<file path="src/rtl/stream_fork_reg_if.sv">
// Handshake bundle for stream_fork_reg: one input stream and NumStreams output streams.
interface stream_fork_reg_if #(
    parameter int NumStreams = 2,
    parameter int DataWidth  = 8
);
    logic                  in_valid;
    logic                  in_ready;
    logic [DataWidth-1:0]  in_data;
    logic [NumStreams-1:0] in_mask;
    logic [NumStreams-1:0] out_valid;
    logic [NumStreams-1:0] out_ready;
    logic [DataWidth-1:0]  out_data;
    logic                  busy;

    // Environment side: produces the input beat, consumes the outputs.
    modport master (
        output in_valid, in_data, in_mask, out_ready,
        input  in_ready, out_valid, out_data, busy
    );

    // Fork side.
    modport slave (
        input  in_valid, in_data, in_mask, out_ready,
        output in_ready, out_valid, out_data, busy
    );
endinterface

</file>
<file path="src/rtl/stream_fork_reg.sv">
// Registered eager fork: one input beat is replicated to the outputs selected
// by its mask; each output drains on its own, and the shared data register
// reloads once every pending output is empty or draining.

// One output slot's pending flag.
module stream_fork_slot (
    input  logic clk,
    input  logic rst,
    input  logic accept,
    input  logic load,
    input  logic drain,
    output logic pend
);
    // A new beat overrides a same-cycle drain; otherwise clear on transfer.
    always_ff @(posedge clk) begin
        if (rst)
            pend <= 1'b0;
        else if (accept)
            pend <= load;
        else if (drain)
            pend <= 1'b0;
    end
endmodule

module stream_fork_reg #(
    parameter int NumStreams = 2,
    parameter int DataWidth  = 8
) (
    input logic              clk,
    input logic              rst,
    stream_fork_reg_if.slave bus
);
    logic [NumStreams-1:0] pend;
    logic [DataWidth-1:0]  data_q;
    logic                  accept;

    // Reload allowed only when no slot would be left holding an undelivered beat.
    assign bus.in_ready  = &(~pend | bus.out_ready);
    assign accept        = bus.in_valid & bus.in_ready;
    assign bus.out_valid = pend;
    assign bus.out_data  = data_q;
    assign bus.busy      = |pend;

    // Payload register shared by all outputs; loads on every accepted beat.
    always_ff @(posedge clk) begin
        if (rst)
            data_q <= '0;
        else if (accept)
            data_q <= bus.in_data;
    end

    for (genvar i = 0; i < NumStreams; i++) begin : g_slot
        stream_fork_slot u_slot (
            .clk    (clk),
            .rst    (rst),
            .accept (accept),
            .load   (bus.in_mask[i]),
            .drain  (bus.out_ready[i]),
            .pend   (pend[i])
        );
    end
endmodule

</file>
<file path="src/flat_wrapper.sv">
// flat-port wrapper written by rule: the top's interface ports become plain ports
module stream_fork_reg_flat 
#(
    parameter int NumStreams = 2,
    parameter int DataWidth  = 8
)
  (clk, rst, bus_in_valid, bus_in_data, bus_in_mask, bus_out_ready, bus_in_ready, bus_out_valid, bus_out_data, bus_busy);
  stream_fork_reg_if #(.NumStreams(NumStreams), .DataWidth(DataWidth)) bus_i ();
  input logic clk;
  input logic rst;
  input wire logic [$bits(bus_i.in_valid)-1:0] bus_in_valid;
  input wire logic [$bits(bus_i.in_data)-1:0] bus_in_data;
  input wire logic [$bits(bus_i.in_mask)-1:0] bus_in_mask;
  input wire logic [$bits(bus_i.out_ready)-1:0] bus_out_ready;
  output wire logic [$bits(bus_i.in_ready)-1:0] bus_in_ready;
  output wire logic [$bits(bus_i.out_valid)-1:0] bus_out_valid;
  output wire logic [$bits(bus_i.out_data)-1:0] bus_out_data;
  output wire logic [$bits(bus_i.busy)-1:0] bus_busy;
  assign bus_i.in_valid = bus_in_valid;
  assign bus_i.in_data = bus_in_data;
  assign bus_i.in_mask = bus_in_mask;
  assign bus_i.out_ready = bus_out_ready;
  assign bus_in_ready = bus_i.in_ready;
  assign bus_out_valid = bus_i.out_valid;
  assign bus_out_data = bus_i.out_data;
  assign bus_busy = bus_i.busy;
  stream_fork_reg #(.NumStreams(NumStreams), .DataWidth(DataWidth)) u_core (.clk(clk), .rst(rst), .bus(bus_i));
endmodule
</file>
<file path="config.mk">
export PLATFORM = sky130hd
export DESIGN_NAME = stream_fork_reg_flat
export DESIGN_NICKNAME = d
export VERILOG_FILES = /design/src/rtl/stream_fork_reg_if.sv /design/src/rtl/stream_fork_reg.sv /design/src/flat_wrapper.sv
export SDC_FILE = /design/constraint.sdc
export NUM_CORES = 1
export LEC_CHECK = 0
export ABC_AREA = 1
export CAP_MARGIN = 20
export CORE_UTILIZATION = 35
export DETAILED_ROUTE_END_ITERATION = 12
export GPL_TIMING_DRIVEN = 0
export PLACE_DENSITY = 0.77
export SLEW_MARGIN = 20
export SYNTH_ARGS = -nofsm -noshare
export SYNTH_HDL_FRONTEND = slang
export SYNTH_SLANG_ARGS = --single-unit
</file>
<file path="constraint.sdc">
create_clock -name clk -period 1.3 [get_ports clk]
set_input_delay 0.39 -clock clk [delete_from_list [all_inputs] [get_ports clk]]
set_output_delay 0.39 -clock clk [all_outputs]
set_load 0.05 [all_outputs]
</file>
==> results.cfg, run 1 <==
[layout]
final_nets = 138
area_growth_pct = 63.2
drive_above_1_share_pct = 37.7
antenna_cells = 0

[detailed_routing]
met3_wirelength_um = 72
wl_met2_um = 763
dr.pass1.iters = 4
viasPerCell = 4.41
drt_iter0_markers = 6
avgRoutedWirePerCell_um = 11.2
drt-total-wl_mm = 1.55
drc = 0
detail-route-antenna-nets = 0
dr.max_layer_used = met4
met1_length_um = 660
vias = 609

[critical_path]
crit_path_start = bus_out_ready[0]
reg2reg_from = u_core.g_slot[0].u_slot.pend$_SDFFE_PP0P_
end_kind = output pin
cp_data_arrival_time_ns = 1.01
cp.required_ns = 0.91
critical_path_peak_fanout = 2
r2r_end = u_core.bus.out_data[3]$_SDFFE_PP0P_
worstSetupPathType = in -> out
worst_r2r_path_depth = 7
critPathLaunchType = input pin
rrSetupSlack_ns = 0.16

[sta]
slew_headroom_pct = 83.4
fmax_ghz = 0.712
fin_skew_ns = 0.00215
fin_crit_ns = 1.40
tightest_slew_ns = 0.250
setup_ws_ns = -0.105
hold_viol_final = 0
rsz0062_at_grt = yes
final_max_slew_viol_count = 0
post-route-period-util_pct = 108
setup_viol = 2
whs_ns = 0.522

[worst_hold_path]
min_delay_worst_endpoint = u_core.bus.out_data[6]$_SDFFE_PP0P_
min_from = u_core.bus.out_data[6]$_SDFFE_PP0P_
min_path_type = reg -> reg
min_path_cells = 4

[yosys]
ys_async_sr_fraction_pct = 0
ys_top_cells_by_count = inv_1 (30), nand2_1 (18), dfxtp_1 (10)
synth-simple-area-share_pct = 35.1
synth-adder-area-share_pct = 0
synth_top_family_by_area = simple AND/OR/NAND/NOR gates
synthCells = 88
synth_cell_type_count = 13
synth.most_common_cell = inv_1
synth.yosys.seq_area_share_pct = 34.3
ys.flop_type = dfxtp_1
syn_area_per_cell_um2 = 6.64
syn_nets = 103
synthXorXnorAreaFrac_pct = 0
yosysTopAreaCellShare_pct = 34.3
ys_seq_elements = 10
synthMuxAreaShare_pct = 0
synth_warnings = 0
syn_area_um2 = 584
synth_compound_area_share_pct = 2.14
synth_edf_count = 0
yosys-top-cells-area = dfxtp_1 (34%), inv_1 (19%), nand2_1 (12%), nand4_1 (8.6%), nor2_2 (8.6%)
synth_top_area_cell = dfxtp_1

[cts]
cts_tree = yes
clkSlewWorstSetupHoldPaths_ns = 0.07
clock_path_buffers = 2
cts_inserted_buffers = 3
cts_hold_buf = 0
htree_levels = 1
cts_sinks = 10
cts-root-buf = clkbuf_4
insertion_delay_ns = 0.27

[placement]
gp_congestion = 0.726
portBuffers = 26
place_ws_ns = -1.14
hpwl_um = 910

[floorplanning]
die_w_um = 42.9
initial_core_util_pct = 37.9
design.portCount = 27
die_y_um = 42.9
rows = 14
core_um2 = 1540
die-area_um2 = 1840

[pwr]
leakagePower_nw = 0.536
power_density_nw_per_um2 = 1020
vdd_drop_max_mv = 0.583
fin_total_pwr_mw = 0.971

[global_routing]
grt_max_degree = 12
grt_usage_pct = 19.1
gr-total-overflow = 0
grt_pass1_vias = 551
antenna_found_initial = 0
grt_pass1_wl_mm = 2.46

[run_status]
status = complete, but fails checks
violations = negative setup slack

[job]
cap_violations = 0
-- critical path: stages --
cell and delay (ns):
clkdlybuf4s15_1 0.20, inv_4 0.09, nand2_8 0.06, nand2_4 0.06, clkinvlp_4 0.07, buf_8 0.15
-- cells in the final DEF (no fill, tap or decap) --
| cell | count |
|---|---|
| nor2_1 | 2 |
| dfxtp_1 | 8 |
| nand2_4 | 2 |
| clkdlybuf4s15_1 | 2 |
| inv_1 | 26 |
| clkinv_2 | 1 |
| buf_2 | 5 |
| nand2_2 | 1 |
| clkbuf_4 | 6 |
| nand2_1 | 16 |
| a31oi_1 | 2 |
| clkbuf_8 | 1 |
| clkdlybuf4s50_1 | 12 |
| nor2_2 | 8 |
| nand2_8 | 1 |
| buf_6 | 2 |
| nand3_4 | 1 |
| nand4_1 | 8 |
| inv_2 | 3 |
| buf_8 | 3 |
| dfxtp_4 | 2 |
| inv_4 | 1 |
| buf_4 | 8 |
| clkinvlp_4 | 1 |
-- area by class of cell --
cell class,count,area [um2]
Tap cell,16,20.0
Fill cell,140,588
Multi-Input combinational cell,41,246
Timing Repair Buffer,32,289
Clock buffer,4,36.3
Buffer,3,26.3
Sequential cell,10,208
Inverter,32,128
-- registers in the layout (all words and copies together) (netlist names) --
signal	count
u_core.bus.out_data	8
u_core.g_slot.u_slot.pend	2
-- per-stage QoR --
stage / cells / utilization [%] / instance area, um2 / TNS [ns]
2_1_floorplan: 88 / - / 608 / 0
3_3_place_gp: 130 / 57.6 / 888 / -5.22
3_5_place_dp: 130 / 57.6 / 888 / -5.47
4_1_cts: 136 / 60.6 / 935 / -0.217
5_1_grt: 138 / 61.9 / 953 / -0.231
6_report: 138 / 61.9 / 953 / -0.129
-- per-layer routing --
metal / vias up / global-route usage [%]
met2: 20 / 30.3
met1: 268 / 21.7
met4: 0 / 15.0
met3: 5 / 4.26
met5: - / 0
li1: 316 / -
-- timing repair --
item                       CTS  global route
gates resized for setup     82             5
hold endpoints to repair     0             0
setup endpoints to repair   12             7
pin swaps                    2             4
buffers inserted             3             3
-- report_power, final --
| part | internal [mW] | switching, mW | total, mW |
|---|---|---|---|
| sequential | 0.329 | 0.0159 | 0.345 |
| clock | 0.170 | 0.124 | 0.294 |
| combinational | 0.130 | 0.203 | 0.333 |
| total | 0.629 | 0.342 | 0.971 |
-- logic make-up (layout without fill, tap and decap cells) --
logic type,Yosys count,count (layout)
buffers and inverters,37,71
and+or+nand+nor,39,39
DFF,10,10
AOI/OAI and AO/OA,2,2
-- how the worst max path moves through the flow --
stage | endpoint | slack (ns) | cells past startpoint
after floorplan | bus_in_ready | 0.005 | 5
after global placement | bus_in_ready | -1.14 | 7
after detailed placement | bus_in_ready | -1.14 | 7
after CTS | bus_in_ready | -0.19 | 5
after global routing | bus_in_ready | -0.14 | 4
final | bus_in_ready | -0.10 | 6
No activity file was read; power rests on OpenSTA's default activity.
==> run 2, diff against run 1 <==
- CORE_UTILIZATION: 35 -> 39
- PLACE_DENSITY: 0.77 -> 0.83
==> results.cfg, run 2 (synthesis results as in run 1) <==
[run_status]
status = complete, but fails checks
violations = negative setup slack

[critical_path]
cp.required_ns = 0.91
cpPeakStageDelay_ns = 0.39
worstSetupPathType = reg -> out
rrSetupSlack_ns = 0.26
cp_cell_sequence = nand2_8 > nand2_4 > clkinvlp_4 > buf_8
cpMaxStageDelayCell = dfxtp_4
critPathLaunchType = flip-flop
worst_r2r_path_depth = 6
worstSetupEndpoint = bus_in_ready
cp_data_arrival_time_ns = 1.00
critical_path_peak_fanout = 3
r2r_end = u_core.bus.out_data[7]$_SDFFE_PP0P_
crit_path_start = u_core.g_slot[0].u_slot.pend$_SDFFE_PP0P_
reg2reg_from = u_core.g_slot[0].u_slot.pend$_SDFFE_PP0P_
end_kind = output pin

[sta]
rsz0062_at_grt = yes
setup_ws_ns = -0.0946
tightest_slew_ns = 0.249
slew_headroom_pct = 83.5
post-route-period-util_pct = 107
final_max_slew_viol_count = 0
hold_viol_final = 0
tns_ns = -0.0946
fin_crit_ns = 1.39
fmax_ghz = 0.717
fin_skew_ns = 0.00152
setup_viol = 1

[cts]
cts_sinks = 10
cts_tree = yes
clock_path_buffers = 2
cts_inserted_buffers = 3
clkSlewWorstSetupHoldPaths_ns = 0.06
insertion_delay_ns = 0.26
htree_levels = 1
cts-root-buf = clkbuf_4
cts_hold_buf = 0

[placement]
dp.cells = 129
portBuffers = 26
hpwl_um = 985
gp_congestion = 0.760

[detailed_routing]
detail-route-antenna-nets = 0
viasPerCell = 4.44
drt_iter0_markers = 8
drt-total-wl_mm = 1.39
dr.pass1.iters = 4
vias = 591
avgRoutedWirePerCell_um = 10.5
drc = 0

[layout]
layout_common_cells = inv_1 (26), nand2_1 (16), clkdlybuf4s50_1 (12)
antenna_cells = 0
seq_area_um2 = 208
final_nets = 135
area_growth_pct = 54.6
multi_input_area_um2 = 246
final_common_cell = inv_1
final_cells = 133
drive_above_1_share_pct = 36.4
largest_reg_flops = 8
nFillCells = 126

[floorplanning]
design.portCount = 27
die_y_um = 40.7
die_w_um = 40.7
rows = 13
initial_core_util_pct = 43.3
die-area_um2 = 1660
core_um2 = 1350

[pwr]
power_density_nw_per_um2 = 971
leakagePower_nw = 0.516
vdd_drop_max_mv = 0.596
fin_total_pwr_mw = 0.877

[global_routing]
grt_pass1_wl_mm = 2.14
gr-total-overflow = 0
grt_max_degree = 12
antenna_found_initial = 0
grt_pass1_vias = 541
grt_usage_pct = 20.3

[worst_hold_path]
min_path_type = reg -> reg

[job]
cap_violations = 0
==> run 2: changes by cell type in the layout (fill, tap and decap cells not counted) <==
cell,before,now
buf_2,5,8
buf_4,8,5
clkbuf_2,0,1
clkbuf_4,6,3
clkbuf_8,1,0
clkdlybuf4s15_1,2,1
==> run 2: layout make-up <==
class,instances,share of cell area (%)
Timing Repair Buffer,29,28.1
Multi-Input combinational cell,41,27.3
Sequential cell,10,23.0
Inverter,32,14.1
Buffer,3,2.91
Clock buffer,3,2.49
Tap cell,15,2.08
==> run 2: critical path, delay by kind of cell (launching register included) <==
kind                   cells  cell delay [ns]
buffers and inverters      2             0.23
DFF                        1             0.39
and+or+nand+nor            2             0.12
==> run 2: timing repair <==
item / 4_1_cts / 5_1_grt
pin swaps: 2 / 4
buffers inserted: 3 / 0
resized for setup: 81 / 4
setup endpoints to repair: 12 / 3
==> run 2: per-stage QoR <==
stage	cell area, um2	hold WS, ns	worst slack, ns	util [%]
6_report	903	0.521	-0.0946	66.9
5_1_grt	903	0.558	-0.129	66.9
4_1_cts	916	0.526	-0.172	67.8
3_5_place_dp	887	0.514	-1.14	65.7
3_3_place_gp	887	0.512	-1.13	65.7
2_1_floorplan	608	0.462	0.00516	-
==> run 2: per-layer routing <==
metal	wire [um]	track usage (%)	share of wire, %
met4	23	12.5	1.7
met3	60	3.26	4.3
met5	0	0	0
met2	728	38.9	52
met1	580	19.8	42
==> run 2: power breakdown <==
group | internal (mW) | switching [mW] | leakage, nW
Clock | 0.107 | 0.103 | 0.0138
Combinational | 0.122 | 0.200 | 0.418
Sequential | 0.329 | 0.0153 | 0.0843
==> run 2: worst min-delay path by stage <==
stage / from / end / slack (ns) / cells past startpoint
5_1_grt: u_core.bus.out_data[6]$_SDFFE_PP0P_ / u_core.bus.out_data[6]$_SDFFE_PP0P_ / 0.56 / 4
2_1_floorplan: rst / u_core.g_slot[0].u_slot.pend$_SDFFE_PP0P_ / 0.46 / 1
4_1_cts: u_core.bus.out_data[3]$_SDFFE_PP0P_ / u_core.bus.out_data[3]$_SDFFE_PP0P_ / 0.53 / 4
3_3_place_gp: u_core.bus.out_data[3]$_SDFFE_PP0P_ / u_core.bus.out_data[3]$_SDFFE_PP0P_ / 0.51 / 4
3_5_place_dp: u_core.bus.out_data[3]$_SDFFE_PP0P_ / u_core.bus.out_data[3]$_SDFFE_PP0P_ / 0.51 / 4
6_report: u_core.bus.out_data[2]$_SDFFE_PP0P_ / u_core.bus.out_data[2]$_SDFFE_PP0P_ / 0.52 / 4
